<file path="config.mk">
export PLATFORM = sky130hd
export DESIGN_NAME = cpu_sequencer_flat
export DESIGN_NICKNAME = d
export VERILOG_FILES = /design/src/rtl/cpu_sequencer_pkg.sv /design/src/rtl/cpu_sequencer_if.sv /design/src/rtl/cpu_seq_decode.sv /design/src/rtl/cpu_sequencer.sv /design/src/flat_wrapper.sv
export SDC_FILE = /design/constraint.sdc
export NUM_CORES = 1
export LEC_CHECK = 0
export BUFFER_PORTS_ARGS = -buffer_cell sky130_fd_sc_hd__buf_2
export CAP_MARGIN = 25
export CORE_ASPECT_RATIO = 0.8
export CORE_MARGIN = 2
export CORE_UTILIZATION = 48
export CTS_CLUSTER_SIZE = 20
export DETAILED_ROUTE_END_ITERATION = 6
export PLACE_DENSITY_LB_ADDON = 0.08
export RECOVER_POWER = 25
export SYNTH_ARGS = -nofsm -noshare
export SYNTH_HDL_FRONTEND = slang
export SYNTH_HIERARCHICAL = 1
export SYNTH_SLANG_ARGS = --single-unit
</file>
<file path="constraint.sdc">
create_clock -name clk -period 2.4 [get_ports clk]
set_input_delay 0.12 -clock clk [delete_from_list [all_inputs] [get_ports clk]]
set_output_delay 0.12 -clock clk [all_outputs]
set_load 0.01 [all_outputs]
</file>
<file path="src/rtl/cpu_sequencer_pkg.sv">
// Shared definitions for the 8-bit CPU control unit: opcodes, ALU codes,
// register codes, sequencer state encoding and instruction field positions.
package cpu_sequencer_pkg;

   localparam logic [3:0] OP_NOP  = 4'h0;
   localparam logic [3:0] OP_ADD  = 4'h1;
   localparam logic [3:0] OP_ADDC = 4'h2;
   localparam logic [3:0] OP_SUB  = 4'h3;
   localparam logic [3:0] OP_SUBC = 4'h4;
   localparam logic [3:0] OP_NAND = 4'h5;
   localparam logic [3:0] OP_NOR  = 4'h6;
   localparam logic [3:0] OP_XOR  = 4'h7;
   localparam logic [3:0] OP_XNOR = 4'h8;
   localparam logic [3:0] OP_LDI  = 4'h9;
   localparam logic [3:0] OP_LD   = 4'hA;
   localparam logic [3:0] OP_ST   = 4'hB;
   localparam logic [3:0] OP_JMP  = 4'hC;
   localparam logic [3:0] OP_JZ   = 4'hD;
   localparam logic [3:0] OP_JC   = 4'hE;
   localparam logic [3:0] OP_HALT = 4'hF;

   localparam logic [2:0] ALU_ADD  = 3'd0;
   localparam logic [2:0] ALU_ADDC = 3'd1;
   localparam logic [2:0] ALU_SUB  = 3'd2;
   localparam logic [2:0] ALU_SUBC = 3'd3;
   localparam logic [2:0] ALU_NAND = 3'd4;
   localparam logic [2:0] ALU_NOR  = 3'd5;
   localparam logic [2:0] ALU_XOR  = 3'd6;
   localparam logic [2:0] ALU_XNOR = 3'd7;

   localparam logic [1:0] R0 = 2'd0;
   localparam logic [1:0] R1 = 2'd1;
   localparam logic [1:0] R2 = 2'd2;
   localparam logic [1:0] R3 = 2'd3;

   localparam int OP_MSB  = 15;
   localparam int OP_LSB  = 12;
   localparam int RK_MSB  = 11;
   localparam int RK_LSB  = 10;
   localparam int RI_MSB  = 9;
   localparam int RI_LSB  = 8;
   localparam int RJ_MSB  = 7;
   localparam int RJ_LSB  = 6;
   localparam int IMM_MSB = 7;
   localparam int IMM_LSB = 0;

   typedef enum logic [2:0] {
      ST_IDLE, ST_FETCH, ST_DECODE, ST_EXEC, ST_MEM, ST_WB, ST_HALT, ST_FAULT
   } state_t;

   typedef struct packed {
      logic is_alu;
      logic is_ldi;
      logic is_ld;
      logic is_st;
      logic is_jmp;
      logic is_jz;
      logic is_jc;
      logic is_halt;
   } op_class_t;

endpackage

</file>
<file path="src/rtl/cpu_sequencer_if.sv">
// Program-memory fetch port and data-RAM port of the CPU sequencer.
// Handshake: req is held high until the cycle in which ack is high; that cycle
// completes the transfer (data valid with ack). An ack while req is low is ignored.
interface cpu_sequencer_if;
   logic        instr_req;
   logic        instr_ack;
   logic [15:0] instr_data;
   logic        ram_req;
   logic        ram_we;
   logic [7:0]  ram_addr;
   logic [7:0]  ram_wdata;
   logic [7:0]  ram_rdata;
   logic        ram_ack;

   modport master (
      output instr_req, ram_req, ram_we, ram_addr, ram_wdata,
      input  instr_ack, instr_data, ram_rdata, ram_ack
   );

   modport slave (
      input  instr_req, ram_req, ram_we, ram_addr, ram_wdata,
      output instr_ack, instr_data, ram_rdata, ram_ack
   );
endinterface

</file>
<file path="src/rtl/cpu_seq_decode.sv">
// Combinational instruction decode: register selects, ALU op, immediate and
// instruction class flags.
module cpu_seq_decode
   import cpu_sequencer_pkg::*;
(
   input  logic [15:0] instr,
   output logic [4:0]  ri_select,
   output logic [4:0]  rj_select,
   output logic [4:0]  rk_select,
   output logic [2:0]  alusel,
   output logic [7:0]  imm,
   output op_class_t   cls
);
   logic [3:0] op;
   logic [3:0] op_m1;

   always_comb begin
      op        = instr[OP_MSB:OP_LSB];
      op_m1     = op - 4'd1;
      imm       = instr[IMM_MSB:IMM_LSB];
      cls       = '0;
      alusel    = ALU_ADD;
      rk_select = {3'b000, instr[RK_MSB:RK_LSB]};
      ri_select = {3'b000, instr[RI_MSB:RI_LSB]};
      rj_select = {3'b000, instr[RJ_MSB:RJ_LSB]};
      case (op)
         OP_NOP:  ;
         OP_LDI:  cls.is_ldi = 1'b1;
         OP_LD:   cls.is_ld  = 1'b1;
         // Store data leaves through the ri read port, so ri must address rk.
         OP_ST: begin
            cls.is_st = 1'b1;
            ri_select = {3'b000, instr[RK_MSB:RK_LSB]};
         end
         OP_JMP:  cls.is_jmp  = 1'b1;
         OP_JZ:   cls.is_jz   = 1'b1;
         OP_JC:   cls.is_jc   = 1'b1;
         OP_HALT: cls.is_halt = 1'b1;
         default: begin
            cls.is_alu = 1'b1;
            alusel     = op_m1[2:0];
         end
      endcase
   end
endmodule

</file>
<file path="src/rtl/cpu_sequencer.sv">
// CPU control unit: fetch/decode/execute FSM, PC, carry/zero flags.
// Optional bus watchdog enabled by defining CPU_SEQ_WDOG_EN.
module cpu_sequencer
   import cpu_sequencer_pkg::*;
#(
   parameter int PC_W   = 8,
   parameter int WDOG_W = 4
) (
   input  logic            clk,
   input  logic            rst,
   input  logic            run,
   output logic [PC_W-1:0] pc,
   cpu_sequencer_if.master bus,
   output logic [4:0]      ri_select,
   output logic [4:0]      rj_select,
   output logic [4:0]      rk_select,
   output logic            update,
   output logic            wb_sel,
   output logic [7:0]      wb_imm,
   output logic [2:0]      alusel,
   output logic            carry,
   input  logic            alu_c,
   input  logic            alu_c_upd,
   input  logic            alu_zero,
   input  logic [7:0]      ri_data,
   output logic            halted,
   output logic            fault,
   output state_t          state_dbg
);
   state_t          state_q, state_d;
   logic [PC_W-1:0] pc_q, pc_d;
   logic [15:0]     instr_q, instr_d;
   logic [7:0]      rdata_q, rdata_d;
   logic            carry_q, carry_d;
   logic            zero_q, zero_d;
   logic [7:0]      imm;
   op_class_t       cls;
   logic            taken;
   logic            ack_now;
   state_t          next_instr;

   cpu_seq_decode u_decode (
      .instr     (instr_q),
      .ri_select (ri_select),
      .rj_select (rj_select),
      .rk_select (rk_select),
      .alusel    (alusel),
      .imm       (imm),
      .cls       (cls)
   );

`ifdef CPU_SEQ_WDOG_EN
   logic [WDOG_W-1:0] wdog_q, wdog_d;
`else
   logic [31:0] unused_wdog_w;
   assign unused_wdog_w = 32'(WDOG_W);
`endif

   always_comb begin
      state_d    = state_q;
      pc_d       = pc_q;
      instr_d    = instr_q;
      rdata_d    = rdata_q;
      carry_d    = carry_q;
      zero_d     = zero_q;
      taken      = cls.is_jmp || (cls.is_jz && zero_q) || (cls.is_jc && carry_q);
      ack_now    = (state_q == ST_FETCH && bus.instr_ack) || (state_q == ST_MEM && bus.ram_ack);
      next_instr = run ? ST_FETCH : ST_IDLE;
      case (state_q)
         ST_IDLE:   if (run) state_d = ST_FETCH;
         ST_FETCH: begin
            if (bus.instr_ack) begin
               instr_d = bus.instr_data;
               state_d = ST_DECODE;
            end
         end
         ST_DECODE: state_d = ST_EXEC;
         ST_EXEC: begin
            pc_d = taken ? PC_W'(imm) : pc_q + PC_W'(1);
            if (cls.is_alu) begin
               zero_d = alu_zero;
               if (alu_c_upd) carry_d = alu_c;
            end
            if (cls.is_ld || cls.is_st) state_d = ST_MEM;
            else if (cls.is_halt)       state_d = ST_HALT;
            else                        state_d = next_instr;
         end
         ST_MEM: begin
            if (bus.ram_ack) begin
               if (cls.is_ld) begin
                  rdata_d = bus.ram_rdata;
                  state_d = ST_WB;
               end else begin
                  state_d = next_instr;
               end
            end
         end
         ST_WB:   state_d = next_instr;
         default: state_d = state_q;
      endcase
`ifdef CPU_SEQ_WDOG_EN
      // Counts unanswered request cycles; the last one at full count faults.
      wdog_d = '0;
      if ((state_q == ST_FETCH || state_q == ST_MEM) && !ack_now) begin
         if (wdog_q == '1) state_d = ST_FAULT;
         else              wdog_d  = wdog_q + WDOG_W'(1);
      end
`endif
   end

   always_ff @(posedge clk or negedge rst) begin
      if (!rst) begin
         state_q <= ST_IDLE;
         pc_q    <= '0;
         instr_q <= '0;
         rdata_q <= '0;
         carry_q <= 1'b0;
         zero_q  <= 1'b0;
      end else begin
         state_q <= state_d;
         pc_q    <= pc_d;
         instr_q <= instr_d;
         rdata_q <= rdata_d;
         carry_q <= carry_d;
         zero_q  <= zero_d;
      end
   end

`ifdef CPU_SEQ_WDOG_EN
   always_ff @(posedge clk or negedge rst) begin
      if (!rst) wdog_q <= '0;
      else      wdog_q <= wdog_d;
   end
   assign fault = (state_q == ST_FAULT);
`else
   assign fault = 1'b0;
`endif

   // Requests come straight from the state register so reset drops them at once.
   always_comb begin
      bus.instr_req = (state_q == ST_FETCH);
      bus.ram_req   = (state_q == ST_MEM);
      bus.ram_we    = (state_q == ST_MEM) && cls.is_st;
      bus.ram_addr  = (state_q == ST_MEM) ? imm : 8'h00;
      bus.ram_wdata = ((state_q == ST_MEM) && cls.is_st) ? ri_data : 8'h00;
      update        = ((state_q == ST_EXEC) && (cls.is_alu || cls.is_ldi)) || (state_q == ST_WB);
      wb_sel        = ((state_q == ST_EXEC) && cls.is_ldi) || (state_q == ST_WB);
      wb_imm        = (state_q == ST_WB) ? rdata_q :
                      ((state_q == ST_EXEC) && cls.is_ldi) ? imm : 8'h00;
   end

   assign pc        = pc_q;
   assign carry     = carry_q;
   assign halted    = (state_q == ST_HALT);
   assign state_dbg = state_q;
endmodule
</file>
<file path="src/flat_wrapper.sv">
// flat-port wrapper written by rule: the top's interface ports become plain ports
module cpu_sequencer_flat import cpu_sequencer_pkg::*;
#(
   parameter int PC_W   = 8,
   parameter int WDOG_W = 4
)
  (clk, rst, run, pc, ri_select, rj_select, rk_select, update, wb_sel, wb_imm, alusel, carry, alu_c, alu_c_upd, alu_zero, ri_data, halted, fault, state_dbg, bus_instr_req, bus_ram_req, bus_ram_we, bus_ram_addr, bus_ram_wdata, bus_instr_ack, bus_instr_data, bus_ram_rdata, bus_ram_ack);
  cpu_sequencer_if bus_i ();
  input  logic clk;
  input  logic rst;
  input  logic run;
  output logic [PC_W-1:0] pc;
  output logic [4:0] ri_select;
  output logic [4:0] rj_select;
  output logic [4:0] rk_select;
  output logic update;
  output logic wb_sel;
  output logic [7:0] wb_imm;
  output logic [2:0] alusel;
  output logic carry;
  input  logic alu_c;
  input  logic alu_c_upd;
  input  logic alu_zero;
  input  logic [7:0] ri_data;
  output logic halted;
  output logic fault;
  output state_t state_dbg;
  output wire logic [$bits(bus_i.instr_req)-1:0] bus_instr_req;
  output wire logic [$bits(bus_i.ram_req)-1:0] bus_ram_req;
  output wire logic [$bits(bus_i.ram_we)-1:0] bus_ram_we;
  output wire logic [$bits(bus_i.ram_addr)-1:0] bus_ram_addr;
  output wire logic [$bits(bus_i.ram_wdata)-1:0] bus_ram_wdata;
  input wire logic [$bits(bus_i.instr_ack)-1:0] bus_instr_ack;
  input wire logic [$bits(bus_i.instr_data)-1:0] bus_instr_data;
  input wire logic [$bits(bus_i.ram_rdata)-1:0] bus_ram_rdata;
  input wire logic [$bits(bus_i.ram_ack)-1:0] bus_ram_ack;
  assign bus_instr_req = bus_i.instr_req;
  assign bus_ram_req = bus_i.ram_req;
  assign bus_ram_we = bus_i.ram_we;
  assign bus_ram_addr = bus_i.ram_addr;
  assign bus_ram_wdata = bus_i.ram_wdata;
  assign bus_i.instr_ack = bus_instr_ack;
  assign bus_i.instr_data = bus_instr_data;
  assign bus_i.ram_rdata = bus_ram_rdata;
  assign bus_i.ram_ack = bus_ram_ack;
  cpu_sequencer #(.PC_W(PC_W), .WDOG_W(WDOG_W)) u_core (.clk(clk), .rst(rst), .run(run), .pc(pc), .bus(bus_i), .ri_select(ri_select), .rj_select(rj_select), .rk_select(rk_select), .update(update), .wb_sel(wb_sel), .wb_imm(wb_imm), .alusel(alusel), .carry(carry), .alu_c(alu_c), .alu_c_upd(alu_c_upd), .alu_zero(alu_zero), .ri_data(ri_data), .halted(halted), .fault(fault), .state_dbg(state_dbg));
endmodule
</file>
==> metrics.csv, run 1 <==
stage,metric,value,unit
die,core_area,4950,sq um
cts,clk_path_buf_depth,2,
sta,fin_crit_sh,91.3,%
power,p_per_area,388,nW/um^2
cts,clk_pin_slew,80,ps
critical_path,worstSetupEndpointType,primary output,
sta,fmax,0.456,GHz
run_status,outcome,finished clean,
synthesis,synth_seq_area_share,38.0,%
critical_path,slowest_delay,470,ps
placement,gp_congestion,0.754,
sta,fin_skew,8.25,ps
critical_path,cp.arrival,2070,ps
sta,whs,50.1,ps
drt,route.detailed.drc,0,
synthesis,synth_top_area_share,38.0,%
finish,final_cell_mix,"buf_2 (76), dfrtp_1 (37), a21oi_1 (21), mux2_2 (21), and3_1 (15)",
global_route,first_global_vias,1880,
global_route,grt_max_degree,38,
drt,routedWlPerCell,14.7,um
sta,tns,0,ps
drt,vias_per_cell,5.23,
die,initial_utilization,49.2,%
synthesis,netlist_area,2440,sq um
die,num_rows,23,
sta,layout_setup_ws,208,ps
synthesis,syn_area_per_cell,9.95,sq um
sta,rsz0062_at_grt,false,
hold_path,min_path_type,input port to flip-flop,
synthesis,synth_top_area_cell,dfrtp_1,
power,switching_share,23.7,%
die,ioPinCount,101,
global_route,antenna_found_initial,0,
cts,cts_sinks,37,
critical_path,critPathKind,flip-flop to primary output,
synthesis,synth_edf_count,0,
power,leakage,1.52,nW
global_route,overflow,0,
sta,relSlewSlack,39.0,%
finish,final_common_cell,buf_2,
power,power_frac_comb,4.9,%
synthesis,synth_flop_cell,dfrtp_1,
finish,nFillCells,466,
synthesis,synth_area_leaders,"dfrtp_1 (38%), mux2_2 (9.7%), buf_4 (7.7%), mux2_4 (5.5%), a21oi_1 (4.3%)",
sta,tightest_slew,915,ps
cts,h-tree-depth,2,
cts,numCtsBuffers,5,
drt,routed_wirelength,5630,um
power,intPower,0.000855,W
sta,hold_viol,0,
cts,post-cts-setup-buffers,0,
sta,finalCriticalPeriod,2190,ps
drt,dr.pass1.iters,4,
critical_path,crit_required,2280,ps
drt,final_antenna_net_count,0,
die,die_h,67.7,um
power,p_clk_share,39.4,%
synthesis,syn_inst,245,
critical_path,path_cells,inv_1 > ha_1 > a2111o_1 > a21oi_1 > nand2_1 > nand2b_1 > buf_2,
cts,clock-root-buffer,clkbuf_8,
global_route,grt_pass1_wl,9050,um
power,seq_power_share,55.7,%
placement,port_buffers,90,
die,die_w,83.7,um
synthesis,ys_types,37,
finish,drive_above_1_share,39.3,%
critical_path,start_kind,flip-flop,
sta,slew_viol_final,0,
critical_path,crit_path_max_fanout,5,
cts,cts_resized,0,
die,die_area,5670,sq um
synthesis,yosys_warnings,6,
critical_path,cp_slowest_cell,a2111o_1,
cts,clock_latency,290,ps
synthesis,async_flop_share,100,%
finish,area_growth,18.5,%
cts,cts_tree,done,
placement,post-place-ws,434,ps
drt,drt-initial-drc-count,113,
global_route,gr-usage-all-layers,20.5,%
placement,post-dp-hpwl,4250,um
sta,setup_violations,0,
power,ir_drop,0.323,mV
finish,num_antenna_cells,0,
synthesis,synth-seq-cells,37,
job,drv_cap,0,
drt,num_vias,2005,
finish,nNetsFinal,366,
power,power_switching,0.000266,W
==> power groups by stage <==
stage	logic [W]	registers (W)	clock network, W
after floorplan	0.0000227	0.000637	0
after global placement	0.0000557	0.000637	0
after detailed placement	0.0000554	0.000637	0
after CTS	0.0000567	0.000624	0.000456
after global routing	0.0000631	0.000624	0.000481
final	0.0000549	0.000624	0.000442
==> sequential cells by signal (all words and copies together), names as in the netlist <==
| signal | cells |
|---|---|
| u_core/pc | 8 |
| u_core/zero_q | 1 |
| u_core/instr_q | 16 |
| u_core/state_dbg | 3 |
| u_core/carry | 1 |
| u_core/rdata_q | 8 |
==> per-layer routing <==
metal / share of wire [%] / track usage, % / routed length [um]
met1: 47 / 28.5 / 2630
met2: 44 / 32.1 / 2480
met5: 0 / 0 / 0
met3: 8.5 / 5.26 / 477
met4: 0.69 / 5.85 / 39
==> synth_stat cells, types with 2 or more instances <==
library cell  count
and3_1           15
nor2b_1          10
nor2_2            2
nand2b_1          4
and2_1           12
a21oi_1          21
o22ai_1           2
mux2_4            9
nor3b_1          12
a211oi_1          3
dfrtp_1          37
buf_2             4
buf_6             3
conb_1            2
a2bb2oi_1         3
nand3b_1          2
clkbuf_1          5
nor2_1            5
inv_1             5
mux2_2           21
o21ai_0           8
nand3_1           6
nand4_1           2
nand2_1          10
buf_4            25
ha_1              6
==> stage by stage <==
stage                     instances  area (sq um)  power (W)  utilization, %
final                           383          2890    0.00112            58.4
after global routing            383          2890    0.00117            58.4
after CTS                       383          2910    0.00114            58.7
after detailed placement        374          2800   0.000692            56.6
after global placement          374          2800   0.000692            56.6
after floorplan                 253          2470   0.000659               -
==> kinds of logic (layout without fill, tap and decap cells) <==
| family | Yosys count | after routing | share of synthesized area [%] |
|---|---|---|---|
| buf+inv | 42 | 110 | 11.4 |
| fa+ha+maj | 6 | 6 | 3.08 |
| mux | 31 | 31 | 15.7 |
| simple gates | 83 | 83 | 20.5 |
| compound gates | 43 | 43 | 10.6 |
| other cells | 2 | 10 | 0.308 |
| flops | 37 | 37 | 38.0 |
| xor+xnor | 1 | 1 | 0.359 |
==> layout make-up <==
class	count	area [sq um]	share of cell area [%]
clock buffer	5	68.8	2.38
tap	62	77.6	2.69
multi-input combinational	174	1270	44.1
timing repair buffer	97	502	17.4
sequential	37	926	32.0
inverter	5	18.8	0.650
clock inverter	3	22.5	0.780
==> timing repair <==
item	in CTS	in global routing
endpoints found under the hold margin	37	0
hold buffers	1	0
setup endpoints to repair	0	0
==> final timing paths <==
| kind | cells after the start | slack (ps) | from | to |
|---|---|---|---|---|
| max | 7 | 210 | u_core/instr_q[12]$_DFFE_PN0P_ | update |
| min | 2 | 50 | bus_instr_data[7] | u_core/instr_q[7]$_DFFE_PN0P_ |
| max reg2reg | 7 | 420 | u_core/instr_q[12]$_DFFE_PN0P_ | u_core/state_dbg[0]$_DFFE_PN0P_ |
| min reg2reg | 1 | 510 | u_core/rdata_q[7]$_DFFE_PN0P_ | u_core/rdata_q[7]$_DFFE_PN0P_ |
| max in group asynchronous | 2 | 1340 | rst | u_core/pc[2]$_DFFE_PN0N_ |
| min in group asynchronous | 2 | 490 | rst | u_core/pc[1]$_DFFE_PN0N_ |
==> worst max-delay path, delay by kind of cell (launching register included) <==
family / cells / cell delay [ps]
AO/OA/AOI/OAI: 2 / 690
AND/OR/NAND/NOR: 2 / 190
buffers and inverters: 2 / 240
flip-flops: 1 / 440
adder cells (fa/ha/maj): 1 / 230
No activity file was read; power rests on OpenSTA's default activity.
==> inputs of run 2 (changes only) <==
--- a/config.mk
+++ b/config.mk
@@ -5,11 +5,12 @@
 export SDC_FILE = /design/constraint.sdc
 export NUM_CORES = 1
 export LEC_CHECK = 0
+export ABC_AREA = 1
 export BUFFER_PORTS_ARGS = -buffer_cell sky130_fd_sc_hd__buf_2
 export CAP_MARGIN = 25
 export CORE_ASPECT_RATIO = 0.8
 export CORE_MARGIN = 2
-export CORE_UTILIZATION = 48
+export CORE_UTILIZATION = 49
 export CTS_CLUSTER_SIZE = 20
 export DETAILED_ROUTE_END_ITERATION = 6
 export PLACE_DENSITY_LB_ADDON = 0.08
==> run 2 against run 1 <==
- fmax up 5.6%
- highest routed layer unchanged
- largest cell class unchanged
- largest power group is now combinational cells
- critical endpoint is now wb_imm[2]
- sequential power up 75%
- critical path type unchanged
- global-route usage up 0.69 points
==> metrics.csv, run 2 <==
stage,metric,value,unit,change
run_status,outcome,finished clean,,
sta,rsz0062_at_grt,false,,
die,ioPinCount,101,,unchanged
synthesis,ys_types,28,,-24%
synthesis,synth_seq_area_share,35.8,%,-2.2 points
finish,area_growth,16.0,%,
synthesis,synth_top_area_cell,dfrtp_1,,
synthesis,yosys-top-cells-count,"nand2_1 (111), inv_1 (54), nand3_1 (48), dfrtp_1 (37), nor2_1 (28)",,
critical_path,endpoint,wb_imm[2],,
synthesis,synth_flop_cell,dfrtp_1,,
die,die_h,69.0,um,+1.9%
drt,num_vias,2443,,+22%
sta,slew_viol_final,0,,unchanged
cts,cts_resized,0,,unchanged
critical_path,crit_family,buffers and inverters,,
synthesis,synth_edf_count,0,,unchanged
critical_path,cp_num_cells,7,,unchanged
synthesis,synth-seq-cells,37,,unchanged
cts,cts_sinks,37,,unchanged
cts,h-tree-depth,2,,unchanged
die,die_area,5880,sq um,+3.8%
die,die_w,85.2,um,+1.9%
sta,hold_viol,0,,unchanged
sta,finalCriticalPeriod,2070,ps,-117 ps
sta,whs,58.8,ps,+8.72 ps
cts,cts_tree,done,,
power,leakage,1.85,nW,+22%
global_route,grt_max_degree,38,,unchanged
power,p_per_area,1040,nW/um^2,+170%
power,ir_drop,0.570,mV,+76%
critical_path,crit_path_max_fanout,8,,+3
placement,port_buffers,90,,unchanged
die,num_rows,23,,unchanged
cts,clk_path_buf_depth,2,,unchanged
job,drv_cap,0,,unchanged
critical_path,reg2reg_depth,10,,+3
hold_path,whs_path_depth,3,,+1
synthesis,yosysMostFrequentCell,nand2_1,,
drt,routed_wirelength,6100,um,+8.4%
critical_path,timing.rr.start,u_core/instr_q[12]$_DFFE_PN0P_,,
critical_path,cp_slowest_cell,dfrtp_1,,
finish,largest_register_ff_count,16,,unchanged
placement,gp_congestion,0.802,,+6.4%
sta,relSlewSlack,36.1,%,-2.9 points
finish,final_cell_mix,"nand2_1 (111), buf_2 (74), inv_1 (54), nand3_1 (48), dfrtp_1 (37)",,
synthesis,synth_top_area_share,35.8,%,-2.2 points
global_route,antenna_found_initial,0,,unchanged
drt,routedWlPerCell,12.0,um,-18%
cts,clock_latency,290,ps,about the same
synthesis,synth_area_leaders,"dfrtp_1 (36%), nand2_1 (16%), nand3_1 (9.3%), inv_1 (7.8%), buf_4 (7.0%)",,
critical_path,start_kind,flip-flop,,
critical_path,rrSetupSlack,560,ps,+140 ps
drt,vias_per_cell,4.80,,-8.3%
drt,final_antenna_net_count,0,,unchanged
finish,nFillCells,502,,+7.7%
finish,nNetsFinal,492,,+34%
critical_path,path_cells,clkbuf_1 > nor2_8 > nand2_1 > inv_1 > nand2_1 > o21ai_0 > buf_2,,
finish,drive_above_1_share,24.6,%,-15 points
critical_path,cpMostUsedCell,nand2_1,,
finish,num_antenna_cells,0,,unchanged
sta,tns,0,ps,unchanged
sta,fmax,0.482,GHz,+5.6%
critical_path,path_buf_inv,3,,+1
critical_path,crit_start,u_core/state_dbg[1]$_DFFE_PN0P_,,
cts,clock-root-buffer,clkbuf_8,,
critical_path,worstSetupEndpointType,primary output,,
drt,drt-initial-drc-count,103,,-8.8%
drt,dr.pass1.iters,4,,unchanged
finish,largest-register,u_core/instr_q,,
synthesis,syn_area_per_cell,6.99,sq um,-30%
synthesis,async_flop_share,100,%,unchanged
critical_path,crit_required,2280,ps,about the same
finish,final_common_cell,nand2_1,,
global_route,gr-usage-all-layers,21.2,%,+0.69 points
sta,tightest_slew,958,ps,+43.1 ps
global_route,first_global_vias,2087,,+11%
sta,fin_skew,4.23,ps,-4.03 ps
global_route,overflow,0,,unchanged
hold_path,min_path_type,input port to flip-flop,,
synthesis,netlist_area,2590,sq um,+6.2%
sta,fin_crit_sh,86.4,%,-4.9 points
drt,route.detailed.drc,0,,unchanged
synthesis,yosys_warnings,6,,unchanged
placement,dp.cells,500,,+34%
placement,post-dp-hpwl,4570,um,+7.4%
critical_path,regToRegEndpoint,u_core/pc[0]$_DFFE_PN0N_,,
die,initial_utilization,51.4,%,+2.1 points
critical_path,slowest_delay,390,ps,-80 ps
finish,final_cells,509,,+33%
critical_path,critPathKind,flip-flop to primary output,,
global_route,grt_pass1_wl,9670,um,+6.9%
cts,numCtsBuffers,5,,unchanged
critical_path,cp.arrival,1950,ps,-120 ps
synthesis,syn_inst,370,,+51%
cts,clk_pin_slew,80,ps,about the same
sta,setup_violations,0,,unchanged
die,core_area,5040,sq um,+1.7%
==> run 2: cell types whose count changed after synthesis, moves of 14 or more <==
cell / delta
a21oi_1: -14
and3_1: -15
inv_1: +49
mux2_2: -21
nand2_1: +101
nand3_1: +42
nor2_1: +23
==> run 2: power by group <==
group / switching, W / internal (W) / total (W)
combinational: 0.00101 / 0.000542 / 0.00155
sequential: 0.000242 / 0.000847 / 0.00109
clock: 0.000235 / 0.000233 / 0.000468
total: 0.00149 / 0.00162 / 0.00311
==> run 2: tightest hold or removal path, cell delays in order <==
cell,delay [ps]
buf_2,70
nand3_1,60
nand2_1,60
==> run 2: kinds of logic (layout without fill, tap and decap cells) <==
group / Yosys count / after routing / synth area share, %
other cells: 2 / 10 / 0.290
simple gates: 202 / 202 / 35.1
buf+inv: 91 / 160 / 18.1
xor+xnor: 2 / 2 / 0.677
fa+ha+maj: 7 / 7 / 3.29
compound gates: 29 / 29 / 6.77
flops: 37 / 37 / 35.8
==> run 2: how the worst min path moves through the flow <==
| stage | endpoint | from |
|---|---|---|
| CTS | u_core/instr_q[9]$_DFFE_PN0P_ | bus_instr_data[9] |
| finish | u_core/instr_q[9]$_DFFE_PN0P_ | bus_instr_data[9] |
| detailed placement | u_core/state_dbg[0]$_DFFE_PN0P_ | rst |
| global route | u_core/instr_q[5]$_DFFE_PN0P_ | bus_instr_data[5] |
| floorplan | u_core/carry$_DFFE_PN0P_ | rst |
| global placement | u_core/state_dbg[0]$_DFFE_PN0P_ | rst |
==> run 2: layer usage <==
| layer | vias up | part of all wire, % | GRT usage (%) | wire length [um] |
|---|---|---|---|---|
| met3 | 5 | 5.8 | 4.40 | 351 |
| met5 | - | 0 | 0 | 0 |
| li1 | 1255 | - | - | - |
| met4 | 0 | 0.54 | 4.76 | 33 |
| met2 | 71 | 46 | 35.2 | 2820 |
| met1 | 1112 | 48 | 29.0 | 2900 |
==> run 2: repair_timing <==
| item | 4_1_cts | 5_1_grt |
|---|---|---|
| buffers inserted | 0 | 0 |
| endpoints found under the hold margin | 37 | 0 |
| setup endpoints to repair | 0 | 0 |
| hold buffers | 1 | 0 |
==> run 2: final cells by class <==
cell class                 count  area, sq um  area share [%]
sequential                    37          926            30.9
inverter                      59          225            7.51
clock buffer                   6         82.6            2.75
multi-input combinational    250         1220            40.7
clock inverter                 2         13.8           0.459
timing repair buffer          93          453            15.1
tap                           62         77.6            2.59
==> run 2: per-stage QoR <==
| step | setup slack, ps | utilization, % | power (W) | cell area (sq um) |
|---|---|---|---|---|
| after detailed placement | 548 | 57.9 | 0.00269 | 2920 |
| after floorplan | 837 | - | 0.00235 | 2620 |
| after global routing | 147 | 59.6 | 0.00342 | 3000 |
| after global placement | 648 | 57.9 | 0.00265 | 2920 |
| after CTS | 340 | 60.0 | 0.00316 | 3020 |
| final | 325 | 59.6 | 0.00311 | 3000 |
